File: config.mk
export PLATFORM = sky130hd
export DESIGN_NAME = approx_mult_dot_accum
export DESIGN_NICKNAME = d
export VERILOG_FILES = /design/src/rtl/approx_mult_dot_accum.sv
export SDC_FILE = /design/constraint.sdc
export NUM_CORES = 1
export LEC_CHECK = 0
export CORE_ASPECT_RATIO = 1.5
export CORE_MARGIN = 2
export CORE_UTILIZATION = 55
export DETAILED_ROUTE_END_ITERATION = 16
export GPL_TIMING_DRIVEN = 1
export PLACE_DENSITY_LB_ADDON = 0.12
export REMOVE_ABC_BUFFERS = 1
export SYNTH_ARGS = -nofsm -noshare
export SYNTH_HDL_FRONTEND = slang
export SYNTH_SLANG_ARGS = --single-unit
File: constraint.sdc
create_clock -name clk -period 4.8 [get_ports clk]
set_input_delay 0.72 -clock clk [delete_from_list [all_inputs] [get_ports clk]]
set_output_delay 0.72 -clock clk [all_outputs]
set_load 0.1 [all_outputs]
File: src/rtl/approx_mult_dot_accum.sv
// Streaming dot-product controller around an external 8x8 approximate
// multiplier. Operand pairs are registered onto mul_x/mul_y, the product
// returns combinationally on mul_z and is accumulated one edge later.
// A group closes after N_TERMS pairs or on in_last, and its saturating sum
// is offered downstream over a valid/ready handshake.
module approx_mult_dot_accum #(
  parameter int N_TERMS = 16,
  parameter int ACC_W   = 20,
  parameter int CNT_W   = $clog2(N_TERMS + 1)
) (
  input  logic             clk,
  input  logic             rst_n,
  input  logic             in_valid,
  output logic             in_ready,
  input  logic [7:0]       in_x,
  input  logic [7:0]       in_y,
  input  logic             in_last,
  output logic [7:0]       mul_x,
  output logic [7:0]       mul_y,
  input  logic [15:0]      mul_z,
  output logic             out_valid,
  input  logic             out_ready,
  output logic [ACC_W-1:0] out_sum,
  output logic [CNT_W-1:0] out_count,
  output logic             out_sat
);

  typedef enum logic [1:0] {ST_ACC, ST_DRAIN, ST_OUT} state_t;

  state_t             state_q, state_d;
  logic               vld_p1;
  logic [ACC_W-1:0]   acc_p1;
  logic               sat_p1;
  logic [CNT_W-1:0]   cnt_q;
  logic               accept, hs, last_term;
  logic [ACC_W:0]     acc_sum;

  // Unsigned add of a zero-extended product; MSB of the result flags overflow
  // and the value part is forced to all ones when it happens.
  function automatic logic [ACC_W:0] sat_add(input logic [ACC_W-1:0] a,
                                             input logic [15:0]      z);
    logic [ACC_W:0] s;
    s = {1'b0, a} + {{(ACC_W + 1 - 16){1'b0}}, z};
    if (s[ACC_W])
      return {1'b1, {ACC_W{1'b1}}};
    return s;
  endfunction

  assign accept    = in_valid & in_ready;
  assign hs        = out_valid & out_ready;
  assign last_term = in_last | (cnt_q == CNT_W'(N_TERMS - 1));
  assign acc_sum   = sat_add(acc_p1, mul_z);

  // Next-state decode for the group sequencer.
  always_comb begin
    state_d = state_q;
    case (state_q)
      ST_ACC:   if (accept && last_term) state_d = ST_DRAIN;
      ST_DRAIN: state_d = ST_OUT;
      ST_OUT:   if (hs) state_d = ST_ACC;
      default:  state_d = ST_ACC;
    endcase
  end

  // State register; in_ready and out_valid are registered decodes of it.
  always_ff @(posedge clk or negedge rst_n) begin
    if (!rst_n) begin
      state_q   <= ST_ACC;
      in_ready  <= 1'b1;
      out_valid <= 1'b0;
    end else begin
      state_q   <= state_d;
      in_ready  <= (state_d == ST_ACC);
      out_valid <= (state_d == ST_OUT);
    end
  end

  // Stage p0 -> p1: capture the accepted pair onto the multiplier inputs.
  always_ff @(posedge clk or negedge rst_n) begin
    if (!rst_n) begin
      mul_x  <= '0;
      mul_y  <= '0;
      vld_p1 <= 1'b0;
    end else begin
      vld_p1 <= accept;
      if (accept) begin
        mul_x <= in_x;
        mul_y <= in_y;
      end
    end
  end

  // Stage p1 -> acc: fold in the product and count terms; cleared on handshake.
  always_ff @(posedge clk or negedge rst_n) begin
    if (!rst_n) begin
      acc_p1 <= '0;
      sat_p1 <= 1'b0;
      cnt_q  <= '0;
    end else if (hs) begin
      acc_p1 <= '0;
      sat_p1 <= 1'b0;
      cnt_q  <= '0;
    end else begin
      if (vld_p1) begin
        acc_p1 <= acc_sum[ACC_W-1:0];
        sat_p1 <= sat_p1 | acc_sum[ACC_W];
      end
      if (accept)
        cnt_q <= cnt_q + CNT_W'(1);
    end
  end

  // Result capture at the DRAIN edge; held afterwards until the next group.
  always_ff @(posedge clk or negedge rst_n) begin
    if (!rst_n) begin
      out_sum   <= '0;
      out_count <= '0;
      out_sat   <= 1'b0;
    end else if (state_q == ST_DRAIN) begin
      out_sum   <= acc_sum[ACC_W-1:0];
      out_count <= cnt_q;
      out_sat   <= sat_p1 | acc_sum[ACC_W];
    end
  end

endmodule

==> results.json, run 1 <==
{
  "wl_mm": 9.28,
  "fillers": 539,
  "root_buffer": "clkbuf_8",
  "drc_errors": 0,
  "clk_pin_slew_ns": 0.07,
  "postLayoutCellArea_um2": 4890,
  "yosysWarningCount": 0,
  "ys_seq_elements": 73,
  "dpl_cell_area_um2": 4720,
  "final_hold_viol_count": 0,
  "relSlewSlack_pct": 28.7,
  "routed_via_density": 5.77,
  "yosys-top-cells-area": "dfrtp_1 (46%), nand2_1 (8.7%), ha_1 (5.7%)",
  "setup.worst_path.end_class": "register",
  "hp-class": "reg2reg",
  "async_flop_share_pct": 100,
  "post_drt_wl_per_cell_um": 15.7,
  "die_h_um": 108,
  "max_stage_delay_ns": 0.42,
  "ctsResizeCount": 0,
  "grt_max_degree": 74,
  "hpwlAfterDp_mm": 6.69,
  "crit_path_cell_trace": "clkdlybuf4s50_1, ha_1, fa_1, a21oi_1, nor3_1, o311a_4, o21a_4, nor3_1, a21oi_1",
  "diodes": 0,
  "drt-pass1-iter-count": 4,
  "grt_setup_unrepaired": "no",
  "setup_viol": 0,
  "drv_slew": 0,
  "netlist_area_um2": 3940,
  "fmax_mhz": 333,
  "drtIter0Drc": 235,
  "finalCriticalPeriod_ns": 3.01,
  "io_buffers": 80,
  "tritoncts": "built",
  "boundaryPins": 81,
  "grt_pass1_vias": 3427,
  "cts_buffers": 9,
  "syn_to_final_growth_pct": 24.2,
  "grt_usage_pct": 25.4,
  "synth_top_area_cell": "dfrtp_1",
  "grt_pass1_wl_mm": 15.6,
  "synth_edf_count": 0,
  "status": "finished, final reports clean",
  "syn_inst": 439,
  "syn_avg_cell_area_um2": 8.98,
  "cts_setup_buffers": 0,
  "synth_top_area_share_pct": 45.7,
  "cts_hold_buf": 0,
  "fin_crit_sh_pct": 62.6,
  "final_nets": 564,
  "clockBufferDepth": 2,
  "seq_area_frac_synth_pct": 46.4,
  "antenna_found_initial": 0,
  "arrival_ns": 3.19,
  "die_w_um": 73.1,
  "grt.overflow.total": 0,
  "critical_path.startpoint_type": "input pin",
  "worstSetupPathType": "in2reg",
  "htree_levels": 3,
  "place_congestion": 0.905,
  "synth.distinct_cells": 61,
  "cp_max_fo": 16,
  "cap_violations": 0,
  "fp-row-count": 37,
  "cts.sinks": 73,
  "fin_tns_setup_ns": 0,
  "holdWs_ns": 0.476,
  "tightestPinTransition_ns": 1.07,
  "ant_nets": 0,
  "final_core_util_pct": 71.0,
  "vias": 3411,
  "coreArea_um2": 6900,
  "critPathRequiredTime_ns": 4.98,
  "initial_core_util_pct": 57.1,
  "ys.flop_type": "dfrtp_1",
  "dieArea_um2": 7870,
  "skew_ns": 0.00636,
  "drive_gt1_share_pct": 5.46,
  "clk_latency_ns": 0.34,
  "crit_slowest_cell": "fa_1"
}
## cell families (layout without fill, tap and decap cells)
logic type / after synthesis / in the layout / synth area share [%]
AND/OR/NAND/NOR: 172 / 172 / 19.5
AO/OA/AOI/OAI: 127 / 127 / 20.5
flip-flops: 73 / 73 / 46.4
buffers and inverters: 33 / 107 / 3.97
adder cells (fa/ha/maj): 19 / 19 / 6.22
XOR/XNOR: 13 / 13 / 2.89
multiplexers: 2 / 2 / 0.508
## final timing paths
| kind | end | slack (ns) | depth (start not counted) | startpoint |
|---|---|---|---|---|
| max | acc_p1[14] | 1.79 | 9 | mul_z[0] |
| min | out_count[3] | 0.48 | 2 | out_count[3] |
| max reg2reg | acc_p1[14] | 2.21 | 8 | acc_p1[0] |
| min reg2reg | out_count[3] | 0.48 | 2 | out_count[3] |
| max in group asynchronous | cnt_q[4] | 3.71 | 1 | rst_n |
| min in group asynchronous | acc_p1[4] | 0.50 | 1 | rst_n |
## through the flow
stage               std cells  setup WS, ns
floorplan                 416          2.10
global placement          575          1.55
detailed placement        575          1.49
CTS                       591          1.85
global route              591          1.74
finish                    591          1.79
## synth_stat cells, types with 3 or more instances
| master | number |
|---|---|
| a211oi_1 | 6 |
| a21o_1 | 6 |
| a21oi_1 | 43 |
| a31oi_1 | 6 |
| and2_2 | 3 |
| and3_1 | 3 |
| buf_2 | 5 |
| clkbuf_1 | 13 |
| dfrtp_1 | 72 |
| ha_1 | 18 |
| inv_1 | 10 |
| nand2_1 | 91 |
| nand2b_1 | 5 |
| nand3_1 | 10 |
| nand4_1 | 3 |
| nor2_1 | 33 |
| nor2b_1 | 3 |
| nor3_1 | 6 |
| nor3b_1 | 3 |
| o21ai_0 | 38 |
| o21ai_1 | 3 |
| xnor2_1 | 6 |
| xor2_1 | 7 |
## state kept, by name, summed over array words and instances, names as in the netlist, 2 cells and up
name,flops
cnt_q,5
state_q,2
mul_x,8
mul_y,8
out_count,5
acc_p1,20
out_sum,20
## metal layers
layer | GRT usage (%) | vias to the layer above | wire, um | share of wire [%]
met4 | 11.5 | 0 | 214 | 2.3
met1 | 28.9 | 1621 | 3530 | 38
met5 | 0 | - | 0 | 0
met3 | 7.58 | 18 | 653 | 7.0
li1 | - | 1664 | - | -
met2 | 43.1 | 108 | 4880 | 53
## layout make-up
class | instances | area [um^2] | area share [%]
Inverter | 10 | 37.5 | 0.767
Clock buffer | 16 | 170 | 3.48
Sequential cell | 73 | 1830 | 37.3
Timing Repair Buffer | 81 | 806 | 16.5
Tap cell | 78 | 97.6 | 1.99
Multi-Input combinational cell | 333 | 1960 | 40.0
## worst max-delay path, delay by kind of cell
kind / cells / cell delay (ns)
adder cells (fa/ha/maj): 2 / 0.65
AND/OR/NAND/NOR: 2 / 0.40
AO/OA/AOI/OAI: 4 / 1.03
buffers and inverters: 1 / 0.40
## cells in the final DEF (no fill, tap or decap), types with 3 or more instances in the layout
cell	instances
nand2b_1	5
o21ai_1	3
ha_1	18
clkbuf_1	5
nand4_1	3
nor3b_1	3
a21o_1	6
and3_1	3
nand3_1	10
a211oi_1	6
clkbuf_8	11
nor2_1	33
dfrtp_1	72
xnor2_1	6
nor2b_1	3
xor2_1	7
nand2_1	91
nor3_1	6
and2_2	3
inv_1	10
a31oi_1	6
o21ai_0	38
a21oi_1	43
clkdlybuf4s50_1	79
Power of run 1 is not shown: default switching activity piles up to over one toggle a cycle in this logic, so the estimate is an artifact.
==> inputs of run 2 (changes only) <==
Settings changed: CORE_UTILIZATION 55 to 47.
Clock period 4.8 ns to 2.76 ns, I/O delays scaled along.
==> results.json, run 2 (synthesis gave the netlist of run 1 again) <==
{
  "status": "finished, final reports clean",
  "relSlewSlack_pct": 37.9,
  "critical_path.startpoint_type": "input pin",
  "fillers": 708,
  "setup.worst_path.end_class": "register",
  "max_stage_delay_ns": 0.41,
  "dieArea_um2": 9150,
  "clockBufferDepth": 2,
  "root_buffer": "clkbuf_16",
  "antenna_found_initial": 0,
  "fin_tns_setup_ns": 0,
  "clk_pin_slew_ns": 0.06,
  "arrival_ns": 2.81,
  "drv_slew": 0,
  "drt-pass1-iter-count": 4,
  "drive_gt1_share_pct": 18.1,
  "grt.overflow.total": 0,
  "diodes": 0,
  "io_buffers": 80,
  "cp_num_buf_inv": 1,
  "worstSetupPathType": "in2reg",
  "grt_max_degree": 74,
  "grt_pass1_wl_mm": 16.2,
  "fmax_mhz": 383,
  "tightestPinTransition_ns": 0.931,
  "setup_viol": 0,
  "reg_top3": "acc_p1 (20), out_sum (20)",
  "crit_path_cell_trace": "clkdlybuf4s50_1, ha_1, fa_1, a21oi_2, nor3_1, o311a_4, o21a_4, a211oi_1, a21boi_0",
  "dp.cells": 621,
  "drtIter0Drc": 173,
  "boundaryPins": 81,
  "coreArea_um2": 8060,
  "mostFrequentLayoutCell": "nand2_1",
  "hpwlAfterDp_mm": 6.87,
  "drc_errors": 0,
  "cp_max_fo": 16,
  "r2r_cells": 8,
  "cts_buffers": 9,
  "crit_family": "compound AO/OA/AOI/OAI gates",
  "vias": 3448,
  "final_hold_viol_count": 0,
  "clk_latency_ns": 0.33,
  "skew_ns": 0.00561,
  "timing.rr.start": "acc_p1[0]",
  "ant_nets": 0,
  "cts.sinks": 73,
  "grt_pass1_vias": 3512,
  "tritoncts": "built",
  "die_w_um": 78.8,
  "fin_crit_sh_pct": 94.7,
  "grt_usage_pct": 22.7,
  "cts_setup_buffers": 0,
  "routed_via_density": 5.42,
  "finalCriticalPeriod_ns": 2.61,
  "place_congestion": 0.885,
  "final_cell_mix": "nand2_1 (91), dfrtp_1 (72), buf_4 (65), a21oi_1 (42), o21ai_0 (38)",
  "die_h_um": 116,
  "cap_violations": 0,
  "wl_mm": 9.64,
  "crit_slowest_cell": "clkdlybuf4s50_1",
  "initial_core_util_pct": 48.9,
  "cts_hold_buf": 0,
  "htree_levels": 3,
  "critPathRequiredTime_ns": 2.96,
  "grt_setup_unrepaired": "no",
  "syn_to_final_growth_pct": 29.2,
  "final_nets": 583,
  "fp-row-count": 40,
  "r2r_setup_slack_ns": 0.29,
  "hp-class": "in2async",
  "instances_no_fill": 636,
  "post_drt_wl_per_cell_um": 15.2,
  "reg2reg_to": "acc_p1[17]"
}
-- run 2: what timing repair did --
item                       4_1_cts  5_1_grt
hold endpoints to repair         0        0
setup endpoints to repair        0        3
gates resized for setup          0        1
-- run 2: how the worst max path moves through the flow --
stage,from,cells past startpoint,end
floorplan,mul_z[0],8,out_sum[19]
global placement,mul_z[0],9,out_sum[14]
detailed placement,mul_z[0],9,out_sum[14]
CTS,mul_z[0],9,acc_p1[17]
global route,mul_z[0],9,out_sum[14]
finish,mul_z[0],9,acc_p1[17]
-- run 2: worst reg2reg max path: stages, from the launching register on --
cell      delay [ns]
dfrtp_1         0.37
ha_1            0.21
fa_1            0.41
a21oi_2         0.20
nor3_1          0.09
o311a_4         0.39
o21a_4          0.29
a211oi_1        0.26
a21boi_0        0.12
-- run 2: final cells by class --
cell class                      count  area, um^2  area share [%]
Tap cell                          105         131            2.58
Clock buffer                       10         239            4.70
Inverter                           10        37.5           0.737
Sequential cell                    73        1830            35.9
Timing Repair Buffer              100         838            16.5
Clock inverter                      5        56.3            1.11
Multi-Input combinational cell    333        1960            38.5
-- run 2: routing by layer --
| layer | GRT usage (%) | up-vias | part of all wire (%) |
|---|---|---|---|
| li1 | - | 1712 | - |
| met1 | 26.2 | 1639 | 41 |
| met2 | 39.5 | 84 | 51 |
| met3 | 6.11 | 13 | 5.9 |
| met4 | 10.1 | 0 | 2.0 |
| met5 | 0 | - | 0 |
-- run 2: per-stage QoR --
| step | util (%) | hold WS (ns) | cell area, um^2 | setup slack (ns) |
|---|---|---|---|---|
| CTS | 63.1 | 0.255 | 5090 | 0.0951 |
| global route | 63.2 | 0.279 | 5090 | 0.0525 |
| detailed placement | 59.5 | 0.466 | 4790 | -0.238 |
| global placement | 59.5 | 0.459 | 4790 | -0.187 |
| finish | 63.2 | 0.209 | 5090 | 0.146 |
| floorplan | - | 0.118 | 3820 | 0.365 |
Power of run 2 is left out for the same reason.
